File: src/rtl/fitbit_tracker.sv
// Step tracker: counts steps from a synchronous pulse level, derives distance,
// early-activity seconds and sustained high-activity time, and drives a
// clamped 4-digit display value selected by SEL.
module fitbit_tracker #(
    parameter int TICKS_PER_SEC   = 100000000,
    parameter int STEPS_PER_TENTH = 205,
    parameter int INIT_SECONDS    = 9,
    parameter int INIT_THRESH     = 32,
    parameter int HIGH_THRESH     = 64,
    parameter int HIGH_MIN_RUN    = 60,
    parameter int SI_LIMIT        = 9999,
    parameter int CNT_W           = 32
) (
    input  logic             CLK,
    input  logic             RESET,
    input  logic             START,
    input  logic             PULSE,
    input  logic [1:0]       SEL,
    output logic [CNT_W-1:0] step_count,
    output logic [15:0]      distance,
    output logic [3:0]       init_count,
    output logic [15:0]      high_time,
    output logic             SI,
    output logic [13:0]      disp_value
);

    localparam int TICK_W = (TICKS_PER_SEC > 1) ? $clog2(TICKS_PER_SEC) : 1;
    localparam int SUB_W  = $clog2(STEPS_PER_TENTH + 1);
    localparam int RUN_W  = $clog2(HIGH_MIN_RUN + 1);
    localparam int MUX_W  = (CNT_W > 16) ? CNT_W : 16;

    typedef enum logic [1:0] {
        IDLE = 2'd0,
        LOW  = 2'd1,
        PEND = 2'd2,
        HIGH = 2'd3
    } state_t;

    // 16-bit increment that sticks at all-ones
    function automatic logic [15:0] sat_inc16(input logic [15:0] val);
        if (val == 16'hFFFF) begin
            return 16'hFFFF;
        end else begin
            return val + 16'd1;
        end
    endfunction

    // 16-bit addition that sticks at all-ones on overflow
    function automatic logic [15:0] sat_add16(input logic [15:0] a, input logic [15:0] b);
        logic [16:0] sum;
        sum = {1'b0, a} + {1'b0, b};
        if (sum[16]) begin
            return 16'hFFFF;
        end else begin
            return sum[15:0];
        end
    endfunction

    // Limit a metric to what four decimal digits can show
    function automatic logic [13:0] clamp_disp(input logic [MUX_W-1:0] val);
        if (val > MUX_W'(9999)) begin
            return 14'd9999;
        end else begin
            return val[13:0];
        end
    endfunction

    logic                 pulse_prev_r;
    logic [TICK_W-1:0]    tick_r;
    logic [15:0]          elapsed_sec_r;
    logic [CNT_W-1:0]     steps_this_sec_r;
    logic [SUB_W-1:0]     sub_cnt_r;
    logic [CNT_W-1:0]     step_count_r;
    logic [15:0]          distance_r;
    logic [3:0]           init_count_r;
    logic [15:0]          high_time_r;
    logic                 si_r;
    logic [RUN_W-1:0]     run_r;
    state_t               state_r;

    logic                 step_s;
    logic                 sec_tick_s;
    logic                 qual_s;
    state_t               state_next_s;
    logic [RUN_W-1:0]     run_next_s;
    logic [15:0]          high_next_s;
    logic [MUX_W-1:0]     mux_val_s;

    // A step is a rising PULSE level while tracking is enabled
    assign step_s     = START & PULSE & ~pulse_prev_r;
    // One-cycle strobe in the cycle the tick counter wraps
    assign sec_tick_s = START & (tick_r == TICK_W'(TICKS_PER_SEC - 1));
    // The second just finishing counts as high activity
    assign qual_s     = (steps_this_sec_r >= CNT_W'(HIGH_THRESH));

    // Edge-detect history follows PULSE every cycle, even while paused
    always_ff @(posedge CLK or posedge RESET) begin
        if (RESET) begin
            pulse_prev_r <= 1'b0;
        end else begin
            pulse_prev_r <= PULSE;
        end
    end

    // Second timebase: runs only while tracking, holds while paused
    always_ff @(posedge CLK or posedge RESET) begin
        if (RESET) begin
            tick_r        <= '0;
            elapsed_sec_r <= 16'd0;
        end else if (sec_tick_s) begin
            tick_r        <= '0;
            elapsed_sec_r <= sat_inc16(elapsed_sec_r);
        end else if (START) begin
            tick_r        <= tick_r + TICK_W'(1);
        end
    end

    // Per-second step tally; a step on the wrap cycle opens the new second
    always_ff @(posedge CLK or posedge RESET) begin
        if (RESET) begin
            steps_this_sec_r <= '0;
        end else if (sec_tick_s) begin
            steps_this_sec_r <= step_s ? CNT_W'(1) : CNT_W'(0);
        end else if (step_s) begin
            steps_this_sec_r <= steps_this_sec_r + CNT_W'(1);
        end
    end

    // Qualifying seconds inside the initial window
    always_ff @(posedge CLK or posedge RESET) begin
        if (RESET) begin
            init_count_r <= 4'd0;
        end else if (sec_tick_s && (elapsed_sec_r < 16'(INIT_SECONDS)) &&
                     (steps_this_sec_r > CNT_W'(INIT_THRESH)) && (init_count_r != 4'd15)) begin
            init_count_r <= init_count_r + 4'd1;
        end
    end

    // Total steps and distance in tenths via a steps-per-tenth sub-counter
    always_ff @(posedge CLK or posedge RESET) begin
        if (RESET) begin
            step_count_r <= '0;
            sub_cnt_r    <= '0;
            distance_r   <= 16'd0;
        end else if (step_s) begin
            if (step_count_r != {CNT_W{1'b1}}) begin
                step_count_r <= step_count_r + CNT_W'(1);
            end
            if (sub_cnt_r == SUB_W'(STEPS_PER_TENTH - 1)) begin
                sub_cnt_r  <= '0;
                distance_r <= sat_inc16(distance_r);
            end else begin
                sub_cnt_r  <= sub_cnt_r + SUB_W'(1);
            end
        end
    end

    // Sticky over-limit flag, registered one cycle behind the count
    always_ff @(posedge CLK or posedge RESET) begin
        if (RESET) begin
            si_r <= 1'b0;
        end else if (step_count_r > CNT_W'(SI_LIMIT)) begin
            si_r <= 1'b1;
        end
    end

    // High-activity FSM state, run length and credited time
    always_ff @(posedge CLK or posedge RESET) begin
        if (RESET) begin
            state_r     <= IDLE;
            run_r       <= '0;
            high_time_r <= 16'd0;
        end else begin
            state_r     <= state_next_s;
            run_r       <= run_next_s;
            high_time_r <= high_next_s;
        end
    end

    // High-activity next state: credit only after HIGH_MIN_RUN straight seconds
    always_comb begin
        state_next_s = state_r;
        run_next_s   = run_r;
        high_next_s  = high_time_r;
        case (state_r)
            IDLE: begin
                if (START) begin
                    state_next_s = LOW;
                end else begin
                    state_next_s = IDLE;
                end
            end
            LOW: begin
                if (sec_tick_s && qual_s) begin
                    run_next_s   = RUN_W'(1);
                    state_next_s = PEND;
                end else begin
                    state_next_s = LOW;
                end
            end
            PEND: begin
                if (sec_tick_s) begin
                    if (!qual_s) begin
                        run_next_s   = '0;
                        state_next_s = LOW;
                    end else if ((run_r + RUN_W'(1)) == RUN_W'(HIGH_MIN_RUN)) begin
                        run_next_s   = run_r + RUN_W'(1);
                        high_next_s  = sat_add16(high_time_r, 16'(HIGH_MIN_RUN));
                        state_next_s = HIGH;
                    end else begin
                        run_next_s   = run_r + RUN_W'(1);
                    end
                end else begin
                    state_next_s = PEND;
                end
            end
            HIGH: begin
                if (sec_tick_s) begin
                    if (qual_s) begin
                        high_next_s  = sat_inc16(high_time_r);
                    end else begin
                        run_next_s   = '0;
                        state_next_s = LOW;
                    end
                end else begin
                    state_next_s = HIGH;
                end
            end
            default: begin
                run_next_s   = '0;
                state_next_s = IDLE;
            end
        endcase
    end

    // Display source select, widened to a common width before clamping
    always_comb begin
        mux_val_s = '0;
        case (SEL)
            2'd0:    mux_val_s = MUX_W'(step_count_r);
            2'd1:    mux_val_s = MUX_W'(distance_r);
            2'd2:    mux_val_s = MUX_W'(init_count_r);
            2'd3:    mux_val_s = MUX_W'(high_time_r);
            default: mux_val_s = '0;
        endcase
    end

    assign disp_value = clamp_disp(mux_val_s);
    assign step_count = step_count_r;
    assign distance   = distance_r;
    assign init_count = init_count_r;
    assign high_time  = high_time_r;
    assign SI         = si_r;

endmodule

File: config.mk
export PLATFORM = sky130hd
export DESIGN_NAME = fitbit_tracker
export DESIGN_NICKNAME = d
export VERILOG_FILES = /design/src/rtl/fitbit_tracker.sv
export SDC_FILE = /design/constraint.sdc
export NUM_CORES = 1
export LEC_CHECK = 0
export ABC_AREA = 1
export BUFFER_PORTS_ARGS = -buffer_cell sky130_fd_sc_hd__buf_2
export CAP_MARGIN = 20
export CORE_UTILIZATION = 30
export DETAILED_ROUTE_END_ITERATION = 12
export GPL_TIMING_DRIVEN = 0
export HOLD_SLACK_MARGIN = 0.1
export PLACE_DENSITY = 0.54
export SYNTH_ARGS = -nofsm -noshare
export SYNTH_HDL_FRONTEND = slang
export SYNTH_SLANG_ARGS = --single-unit
export TNS_END_PERCENT = 1
File: constraint.sdc
create_clock -name CLK -period 8.1 [get_ports CLK]
set_input_delay 0.405 -clock CLK [delete_from_list [all_inputs] [get_ports CLK]]
set_output_delay 0.405 -clock CLK [all_outputs]
set_load 0.02 [all_outputs]
Word level (Yosys, flattened, before mapping) --
Cells that the tools add are included.
Word-level totals: register bits 161, input bits 6, word-level logic and storage cells 101, output and inout port bits 83
Cells by class: magnitude comparators 5, equal/unequal tests 23, reductions and logical operators 15, mux-type cells 32, $add $sub $neg 10, bitwise operators 4
Operators with widths (number):
- two-way mux 16 bit | 9
- one-hot mux 32 bit (4 select lines) | 1
- adder 32 x 1 -> 32 bit, second input constant | 2
- > comparator 32 x 14 -> 1 bit, second input constant | 2
- two-way mux 32 bit | 2
- two-way mux 27 bit | 2
- adder 16 x 1 -> 16 bit, second input constant | 3
- equality test 16 bit, second input constant | 3
- greater-or-equal comparator 32 x 7 -> 1 bit, second input constant | 1
- > comparator 32 x 6 -> 1 bit, second input constant | 1
- inequality test 32 bit, second input constant | 1
- one-hot mux 16 bit (2 select lines) | 1
- two-way mux 6 bit | 5
- adder 27 x 1 -> 27 bit, second input constant | 1
- equality test 27 bit, second input constant | 1
- one-hot mux 6 bit (3 select lines) | 1
- adder 16 x 6 -> 17 bit, second input constant | 1
- < comparator 16 x 4 -> 1 bit, second input constant | 1
- two-way mux 14 bit | 1
- inequality test 2 bit, second input constant | 7
- two-way mux 2 bit | 6
- adder 8 x 1 -> 8 bit, second input constant | 1
- equality test 2 bit, second input constant | 4
- equality test 8 bit, second input constant | 1
- 18 further kinds | 31

Logic depth before layout (Yosys ltp) --
Gate-level depths: netlist of run 1.
word-level depth 6, mapped depth 13, gate-level depth less buffers 13

Worst setup path after synthesis of run 1 --
No wires, ideal clock.
path type in2out, start input port SEL[1], end output port disp_value[11], arrival time 1.665 ns, setup slack 6.030 ns, buffers on the path 1, data required time 7.695 ns, stages 10, cells stage by stage buf_6 nand2_2 inv_2 nand2_1 nand3_1 nor2_4 nor2_2 a21oi_4 nand3_4 nor2_2
On the way: cells in the longest elaborated chain, start to end 4, elaborated cells between the ends (all ways) 7, those cells by class 1 x order compare; 3 x eq/ne; 2 x mux; 1 x reduce/logical
RTL lines:
- start, declared | line 18 | input logic [1:0] SEL,
- equality test 2 bit (tied with other cells) | line 239 | case (SEL)
- one-hot mux 32 bit (4 select lines) (*) | line 239
- > comparator 32 x 14 -> 1 bit | line 61 | if (val > MUX_W'(9999)) begin
- two-way mux 14 bit (*) | line 61
- end, declared | line 24 | output logic [13:0] disp_value
Every way passes the cells marked *; elsewhere a longest branch is shown, timed or not.

Worst setup path after layout of run 1 --
start register high_time_r[14], in the netlist high_time[14], end output port disp_value[5]
On the way: cells in the longest elaborated chain, start to end 3
RTL lines:
- start, declared | line 76 | logic [15:0] high_time_r;
- start signal, assigned | line 176 | high_time_r <= high_next_s;
- one-hot mux 32 bit (4 select lines) | line 239
- > comparator 32 x 14 -> 1 bit | line 61
- two-way mux 14 bit | line 61
No other way between the ends.

==> metrics.md, run 1 <==
| Metric | Value |
|---|---|
| Largest net degree at the start of global routing | 84 |
| Mux contribution to synthesized area | 0% |
| R2R cell count | 11 |
| Final period utilization | 32.45% |
| Share of layout cells above drive strength 1 | 12.06% |
| Xor and xnor area share after synthesis | 4.537% |
| Initial antenna violation count | 0 |
| Worst Setup SP | high_time[14] |
| Stages on the worst setup path | 6 |
| Initial Utilization | 30.51% |
| PnR worst setup slack | 5471 ps |
| Crit Path Class | reg2out |
| Synth area leader | dfrtp_1 |
| Initial DRC Count | 707 |
| Die width | 195.2 um |
| Main combinational cell family by area after synthesis | simple AND/OR/NAND/NOR gates |
| Synth top area cells | dfrtp_1 36%, nand2_1 14%, inv_1 7.7%, nand3_1 7.1%, nor2_1 6.8% |
| DP Wirelength | 25.48 mm |
| Slew HR | 60.21% |
| Total I/O pin count | 89 |
| Post-Syn Area per Cell | 6.773 sq um |
| Slew Limit Fails | 0 |
| First-pass GRT wire length | 55.70 mm |
| Final GP Congestion | 0.8652 |
| Setup TNS | 0 ps |
| Slowest CP cell | nor4_4 |
| Status | complete, no violations |
| Part of the Yosys area used for sequential elements | 35.99% |
| Crit path time final | 2629 ps |
| Cell count after synthesis | 1653 |
| Post-Synth Adder-Cell Area | 1.565% |
| Worst hold path depth | 3 |
| Seq cells post-synth | 161 |
| Crit path DAT | 2220 ps |
| P_sw | 0.0008474 W |
| Main synth FF type | dfrtp_1 |
| Clock power frac | 36.1% |
| Syn-to-layout area delta | 14.91% |
| Syn Nets | 1673 |
| Count leader, synth | nand2_1 |
| Core Area | 0.03670 sq mm |
| Final cell count without fillers | 2242 |
| Routed vias | 11110 |
| DRT Pass-1 Iters | 5 |
| CTS HTree Levels | 4 |
| DR DRC count | 0 |
| DP Worst Slack | 5794 ps |
| Setup bufs post-CTS | 0 |
| Resized cells post-CTS | 0 |
| CTS tree | done |
| Beginning of the worst hold path | START |
| Async SR Flop Fraction | 100.0% |
| Sink Count | 161 |
| Synth top area share | 35.99% |
| HP Class | in2reg |
| FF-to-FF Start | high_time[0] |
| Synth warn | 0 |
| Die Span Y | 195.2 um |
| Final wirelength | 33.60 mm |
| RSZ-0062 raised after global routing | no |
| Root Driver | clkbuf_16 |
| Mapped cell area | 0.01120 sq mm |
| Wire length per cell | 14.98 um |
| CP Data Required Time | 7700 ps |
| Logic pwr share | 20.8% |
| Part of the power in registers | 43.1% |
| CP top delay family | simple AND/OR/NAND/NOR gates |
| Lkg Pwr | 6.210 nW |
| Fin nets | 1781 |
| Startpoint Class | flip-flop |
| Hold endpoint | tick_r[26] |
| GRT overflow | 0 |
| Hold slack final | 326.7 ps |
| Simple-Gate Fraction of Synth Area | 40.12% |
| Worst Max-Slew Pin Slew | 592.4 ps |
| Vias in the first global route | 10530 |
| Vias per cell | 4.954 |
| P_int | 0.001514 W |
| CP max FO | 9 |
| Sw frac | 35.88% |
| Bufs on Longest Clock Path | 2 |
| Library cells used by synthesis | 46 |
| CP endpoint kind | output pin |
| Post-Route Skew | 11.67 ps |
| Worst-path clk slew | 70 ps |
| Routed Antenna Nets | 0 |
| Overall routing resource usage | 18.28% |
| Peak supply drop | 0.0001686 V |
| Design Power | 0.002361 W |
| Worst-Skew Late Latency | 450 ps |
| Crit path cell chain | inv_1, nor2_1, nor4_4, nand3_4, nor2_2, buf_2 |
| WP buf/inv | 2 |
| Port Buffers | 86 |
| Reg-to-reg slack, setup | 5890 ps |
| Die ar. | 0.03810 sq mm |
| Worst R2R End | high_time[13] |
| Post-synth top cells | 403 x nand2_1, 231 x inv_1, 202 x nor2_1, 161 x dfrtp_1, 158 x nand3_1 |
| Final setup violation count | 0 |
| Max Cap Viol | 0 |
| Fmax | 0.3804 GHz |
| # hold bufs at CTS | 2 |
| Hold Fails Final Rpt | 0 |
| Post-synth EDFFs | 0 |
| Num CTS Buffers | 17 |
| Placed cell count | 2208 |
| Synth Area in Compound Gates | 8.136% |
| Ant diodes | 0 |
| FP Rows | 70 |
| Pwr dens | 183.6 mW/mm^2 |
| Crit-path max cell delay | 590 ps |
## routing by layer
| layer | up-vias | GRT usage [%] | wire (um) |
|---|---|---|---|
| li1 | 5581 | - | - |
| met1 | 5208 | 25.20 | 16030 |
| met2 | 275 | 28.65 | 15220 |
| met3 | 42 | 3.282 | 1668 |
| met4 | 0 | 6.328 | 683 |
| met5 | - | 0 | 0 |
## cell families after synthesis
logic type / count (synthesis)
and+or+nand+nor: 975
AOI/OAI and AO/OA: 175
xor gates and xnor gates: 58
buffers and inverters: 270
adders and majority gates: 14
DFF: 161
## final cells by class
cell class,instances,area (sq um)
fill,3952,23830
multi-input combinational,1222,6086
sequential,161,4029
inverter,246,938.4
tap,468,585.6
timing repair buffer,89,478.0
clock buffer,17,425.4
clock inverter,15,172.7
buffer,24,150.1
## cells in the final DEF (no fill, tap or decap), drive strengths merged
cell type / instances
dfrtp: 161
bufinv: 2
nor3b: 3
nor3: 75
nand3: 165
xnor2: 11
o211ai: 2
inv: 252
or2: 4
buf: 106
xor2: 47
nand4: 68
dlygate4sd3: 2
a21oi: 47
a31oi: 2
nor2: 225
nand3b: 8
nand2: 417
o21ai: 115
and3: 1
nor4: 9
o21bai: 1
clkbuf: 22
o22ai: 8
clkinvlp: 2
clkinv: 5
ha: 14
## worst reg2reg max path: cells and delay by family (launching register included)
family	cells	cell delay (ps)
and+or+nand+nor	8	1180
DFF	1	510
adders and majority gates	1	250
buffers and inverters	2	200
## registers in the layout, summed over array words and instances, names as in the netlist
name / cells
step_count: 32
state_r: 2
steps_this_sec_r: 32
elapsed_sec_r: 16
pulse_prev_r: 1
init_count: 4
tick_r: 27
sub_cnt_r: 8
high_time: 16
distance: 16
SI: 1
run_r: 6
## per-stage QoR
step	instance area [sq um]	util (%)
2_1_floorplan	11200	-
3_3_place_gp	12210	33.28
3_5_place_dp	12250	33.37
4_1_cts	12860	35.06
5_1_grt	12860	35.06
6_report	12860	35.06
## worst max path at each step
stage	to	slack, ps
global placement	steps_this_sec_r[18]	950
floorplan	SI	3350
finish	disp_value[5]	5470
CTS	disp_value[4]	5450
global route	disp_value[12]	5310
detailed placement	disp_value[4]	5790
## power by group through the flow
stage          clock, W  sequential (W)  combinational (W)
2_1_floorplan         0         0.00104           0.000318
3_3_place_gp          0         0.00103           0.000486
3_5_place_dp          0         0.00103           0.000496
4_1_cts        0.000878         0.00102           0.000499
5_1_grt        0.000907         0.00103           0.000565
6_report       0.000852         0.00102           0.000492
(Power assumes the default switching activity.)
==> inputs of run 2 (changes only) <==
==> constraint.sdc (replaced) <==
create_clock -name CLK -period 2.6 [get_ports CLK]
set_input_delay 0.13 -clock CLK [delete_from_list [all_inputs] [get_ports CLK]]
set_output_delay 0.13 -clock CLK [all_outputs]
set_load 0.02 [all_outputs]
==> run 2 against run 1 <==
  * Clock skew rose by 6.2 ps
  * Combinational power increased to 3.1 times the previous value
  * Clock power grew to 3.0 times the previous value
  * Critical path type unchanged
  * Largest cell class unchanged
  * Largest power group unchanged
==> metrics.md, run 2 (synthesis gave the netlist of run 1 again) <==
| Metric | Value |
|---|---|
| Die ar. | 0.03810 sq mm |
| Footprint of the multi-input gates | 0.006086 sq mm |
| CTS HTree Levels | 4 |
| Die Span Y | 195.2 um |
| Stages on the worst setup path | 7 |
| R2R cell count | 9 |
| Syn-to-layout area delta | 15.15% |
| CP top delay family | simple AND/OR/NAND/NOR gates |
| Core Area | 0.03670 sq mm |
| Total I/O pin count | 89 |
| Resized cells post-CTS | 0 |
| Placed Area | 0.01230 sq mm |
| Crit path DAT | 2180 ps |
| Startpoint Class | flip-flop |
| Final period utilization | 89.00% |
| Peak supply drop | 0.0005275 V |
| Num CTS Buffers | 17 |
| Status | complete, no violations |
| Ant diodes | 0 |
| Crit-path max cell delay | 500 ps |
| Root Driver | clkbuf_16 |
| CP Data Required Time | 2470 ps |
| Fin nets | 1785 |
| Wire length per cell | 14.68 um |
| Lkg Pwr | 6.211 nW |
| PnR worst setup slack | 286.1 ps |
| CTS tree | done |
| Vias per cell | 4.860 |
| Hold slack final | 294.7 ps |
| Worst R2R End | tick_r[7] |
| Most common cell after layout, fill and taps aside | nand2_1 |
| Largest net degree at the start of global routing | 42 |
| DP Wirelength | 25.50 mm |
| Die width | 195.2 um |
| Overall routing resource usage | 17.95% |
| # fillers | 3904 |
| FP Rows | 70 |
| Slowest CP cell | nor4_4 |
| HP Class | in2async |
| Vias in the first global route | 10350 |
| DR DRC count | 0 |
| CP max FO | 9 |
| Final setup violation count | 0 |
| Final wirelength | 32.97 mm |
| GRT overflow | 0 |
| Reg area | 0.004029 sq mm |
| Worst-path clk slew | 70 ps |
| Initial Utilization | 30.51% |
| Final GP Congestion | 0.8676 |
| Share of layout cells above drive strength 1 | 12.20% |
| Crit path time final | 2314 ps |
| WP buf/inv | 2 |
| DP Worst Slack | 432.4 ps |
| Worst Max-Slew Pin Slew | 729.8 ps |
| Pwr dens | 559.8 mW/mm^2 |
| Slew HR | 51.34% |
| First-pass GRT wire length | 54.52 mm |
| Crit Path Class | reg2out |
| Fmax | 0.4322 GHz |
| Slew Limit Fails | 0 |
| Post-Route Skew | 17.91 ps |
| Hold Fails Final Rpt | 0 |
| FF-to-FF Start | tick_r[0] |
| Sink Count | 161 |
| Initial antenna violation count | 0 |
| CP endpoint kind | output pin |
| Reg-to-reg slack, setup | 450 ps |
| Routed Antenna Nets | 0 |
| Max Cap Viol | 0 |
| DRT Pass-1 Iters | 5 |
| Crit path cell chain | buf_2, nor2_1, nor2_1, nor4_4, nand3_4, nor2_2, buf_2 |
| Most frequent cells in the layout | 403 x nand2_1, 230 x inv_1, 202 x nor2_1 |
| Final Util | 35.13% |
| Fin area | 0.01289 sq mm |
| Routed vias | 10920 |
| RSZ-0062 raised after global routing | no |
| Port Buffers | 86 |
| Worst-Skew Late Latency | 460 ps |
| Initial DRC Count | 711 |
| Bufs on Longest Clock Path | 2 |
run 2: cell type report:
type | instances | share of cell area, %
Multi-Input combinational cell | 1222 | 47.20
Sequential cell | 161 | 31.25
Tap cell | 468 | 4.542
Inverter | 246 | 7.250
Timing Repair Buffer | 93 | 4.193
Buffer | 24 | 1.165
Clock inverter | 15 | 1.097
Clock buffer | 17 | 3.300
run 2: repair_timing:
item	4_1_cts	5_1_grt
hold buffers	3	0
buffers inserted	0	0
endpoints found under the hold margin	22	0
run 2: worst min-delay path: cells and delay by family:
family,cells,cell delay (ps)
buf+inv,3,1060
run 2: power breakdown:
part	switching [W]	internal [W]	total (W)	leakage, nW
clock network	0.00125	0.00127	0.00252	0.267
registers	0.000381	0.00279	0.00317	1.88
logic	0.00104	0.000487	0.00153	4.06
total	0.00267	0.00455	0.00722	6.21
run 2: how the worst max path moves through the flow:
stage                   startpoint                   end  slack (ps)
finish              step_count[15]         disp_value[4]         290
floorplan                    RESET                    SI         430
CTS                 step_count[22]         disp_value[5]         250
global route        step_count[22]         disp_value[6]          50
global placement             RESET             tick_r[6]        -900
detailed placement       tick_r[0]  steps_this_sec_r[14]         430
run 2: stage by stage:
stage / setup TNS, ps / cells / total power [W]
2_1_floorplan: 0 / 1653 / 0.004222
5_1_grt: 0 / 2246 / 0.007671
6_report: 0 / 2246 / 0.007218
3_5_place_dp: 0 / 2211 / 0.004751
3_3_place_gp: -141910 / 2207 / 0.004723
4_1_cts: 0 / 2246 / 0.007307
run 2: routing by layer:
metal  vias up  GRT usage, %  wire [um]
met4         0         4.695        450
met5         -             0          0
met1      5049         24.70      16150
li1       5606             -          -
met2       232         28.61      14820
met3        28         3.541       1547
==> inputs of run 3 (changes only) <==
==> constraint.sdc (replaced) <==
create_clock -name CLK -period 2.2 [get_ports CLK]
set_input_delay 0.11 -clock CLK [delete_from_list [all_inputs] [get_ports CLK]]
set_output_delay 0.11 -clock CLK [all_outputs]
set_load 0.02 [all_outputs]
==> run 3 against run 2 <==
  * Non-clock buffer count grew 4
  * Via count grew 0.65%
  * Routed wire length grew 0.44%
  * Clock skew grew 0.62 ps
  * Setup slack lost 200 ps
  * Sequential cell count is the same
  * Power grew 19%
  * Die area is the same
  * Clock power grew 18%
  * Design area grew 0.92%
  * Global-route usage grew 0.056 points
  * Sequential share of layout area shrank 0.083 points
  * Largest cell class unchanged
  * Highest routed layer unchanged
==> metrics.md, run 3 (synthesis gave the netlist of run 1 again) <==
| Metric | Value |
|---|---|
| Vias in the first global route | 10390 |
| Core Area | 0.03670 sq mm |
| Hold Fails Final Rpt | 0 |
| Final GP Congestion | 0.8676 |
| Lkg Pwr | 6.208 nW |
| Wire length per cell | 14.72 um |
| Status | complete, no violations |
| Final setup violation count | 0 |
| Sink Count | 161 |
| Bufs on Longest Clock Path | 2 |
| Port Buffers | 86 |
| Share of layout cells above drive strength 1 | 14.42% |
| Placed cell count | 2211 |
| CP Data Required Time | 2090 ps |
| DR DRC count | 0 |
| Initial DRC Count | 719 |
| Routed vias | 10990 |
| Syn-to-layout area delta | 16.22% |
| Slew Limit Fails | 0 |
| DRT Pass-1 Iters | 5 |
| Routed Antenna Nets | 0 |
| Fin nets | 1789 |
| CP max FO | 5 |
| Placed Area | 0.01230 sq mm |
| Total I/O pin count | 89 |
| Most frequent cells in the layout | 402 x nand2_1, 224 x inv_1, 199 x nor2_1 |
| DP Wirelength | 25.50 mm |
| Max Cap Viol | 0 |
| Root Driver | clkbuf_16 |
| CTS HTree Levels | 4 |
| Die Span Y | 195.2 um |
| First-pass GRT wire length | 54.72 mm |
| Final cell count without fillers | 2250 |
| Startpoint Class | flip-flop |
| Fin area | 0.01301 sq mm |
| DP Worst Slack | 32.41 ps |
| Worst Max-Slew Pin Slew | 594.3 ps |
| Pwr dens | 658.2 mW/mm^2 |
| Post-Route Skew | 18.53 ps |
| HP Class | in2async |
| Initial Utilization | 30.51% |
| RSZ-0062 raised after global routing | yes |
| Largest net degree at the start of global routing | 42 |
| Die ar. | 0.03810 sq mm |
| Most common cell after layout, fill and taps aside | nand2_1 |
| Final period utilization | 96.27% |
| CP endpoint kind | output pin |
| PnR worst setup slack | 82.08 ps |
| Initial antenna violation count | 0 |
| Ant diodes | 0 |
| Crit path DAT | 2010 ps |
| Overall routing resource usage | 18.00% |
| Fmax | 0.4722 GHz |
| CTS tree | done |
| Hold slack final | 274.1 ps |
| Peak supply drop | 0.0006259 V |
| Crit path time final | 2118 ps |
| GRT overflow | 0 |
| Final wirelength | 33.11 mm |
| Crit Path Class | reg2out |
| Die width | 195.2 um |
| Worst-path clk slew | 80 ps |
| FP Rows | 70 |
| Num CTS Buffers | 17 |
| Worst-Skew Late Latency | 460 ps |
| Vias per cell | 4.883 |
| Slew HR | 60.30% |
[run 3: cell count changes in the layout (fill, tap and decap cells not counted), moves of 3 or more]
cell / change
inv_1: -6
dfrtp_2: +21
buf_2: -7
buf_4: +8
dfrtp_1: -21
inv_2: +6
nor2_1: -3
[run 3: per-layer routing]
layer	part of all wire, %	GRT usage, %	vias up
met3	4.9	3.472	36
met1	49	24.77	5071
met4	1.5	4.812	0
li1	-	-	5605
met5	0	0	-
met2	45	28.72	274
[run 3: layout make-up]
class                           instances  area (sq um)
Fill cell                            3901         23690
Multi-Input combinational cell       1222          6125
Sequential cell                       161          4055
Inverter                              246         934.6
Timing Repair Buffer                   97         586.8
Tap cell                              468         585.6
Clock buffer                           17         425.4
Buffer                                 24         157.7
Clock inverter                         15         141.4
[run 3: worst paths after layout]
| kind | from | endpoint | slack, ps | cells after the start |
|---|---|---|---|---|
| worst max-delay path | step_count[26] | disp_value[1] | 80 | 8 |
| worst min-delay path | RESET | high_time[14] | 270 | 3 |
| worst max register to register | tick_r[0] | high_time[11] | 180 | 11 |
| worst min register to register | SI | SI | 480 | 2 |
| max in group asynchronous | RESET | tick_r[2] | 1060 | 5 |
| min in group CLK | PULSE | pulse_prev_r | 350 | 2 |
[run 3: metrics by stage]
stage	total power, W	utilization [%]	TNS [ps]
global placement	0.005581	33.29	-203090
detailed placement	0.005615	33.50	0
CTS	0.008649	35.24	0
finish	0.008564	35.46	0
floorplan	0.004990	-	0
global route	0.009097	35.46	-266.5
[run 3: critical path: stages (launching register included)]
cell and delay (ps):
dfrtp_1 430, inv_1 120, nand4_1 100, nor2_1 150, nand2_2 110, a21oi_4 220, buf_4 160, nand4_1 80
buf_2 170
[run 3: repair_timing]
action	4_1_cts	5_1_grt
gates resized for setup	5	44
setup buffers	4	0
hold buffers	3	0
setup endpoints to repair	14	46
pin swaps	2	3
endpoints found under the hold margin	23	0
[run 3: power breakdown]
group	switching (W)	internal [W]	total, W
Clock	0.00148	0.00150	0.00298
Combinational	0.00124	0.000595	0.00183
Sequential	0.000451	0.00330	0.00375
Total	0.00317	0.00540	0.00856
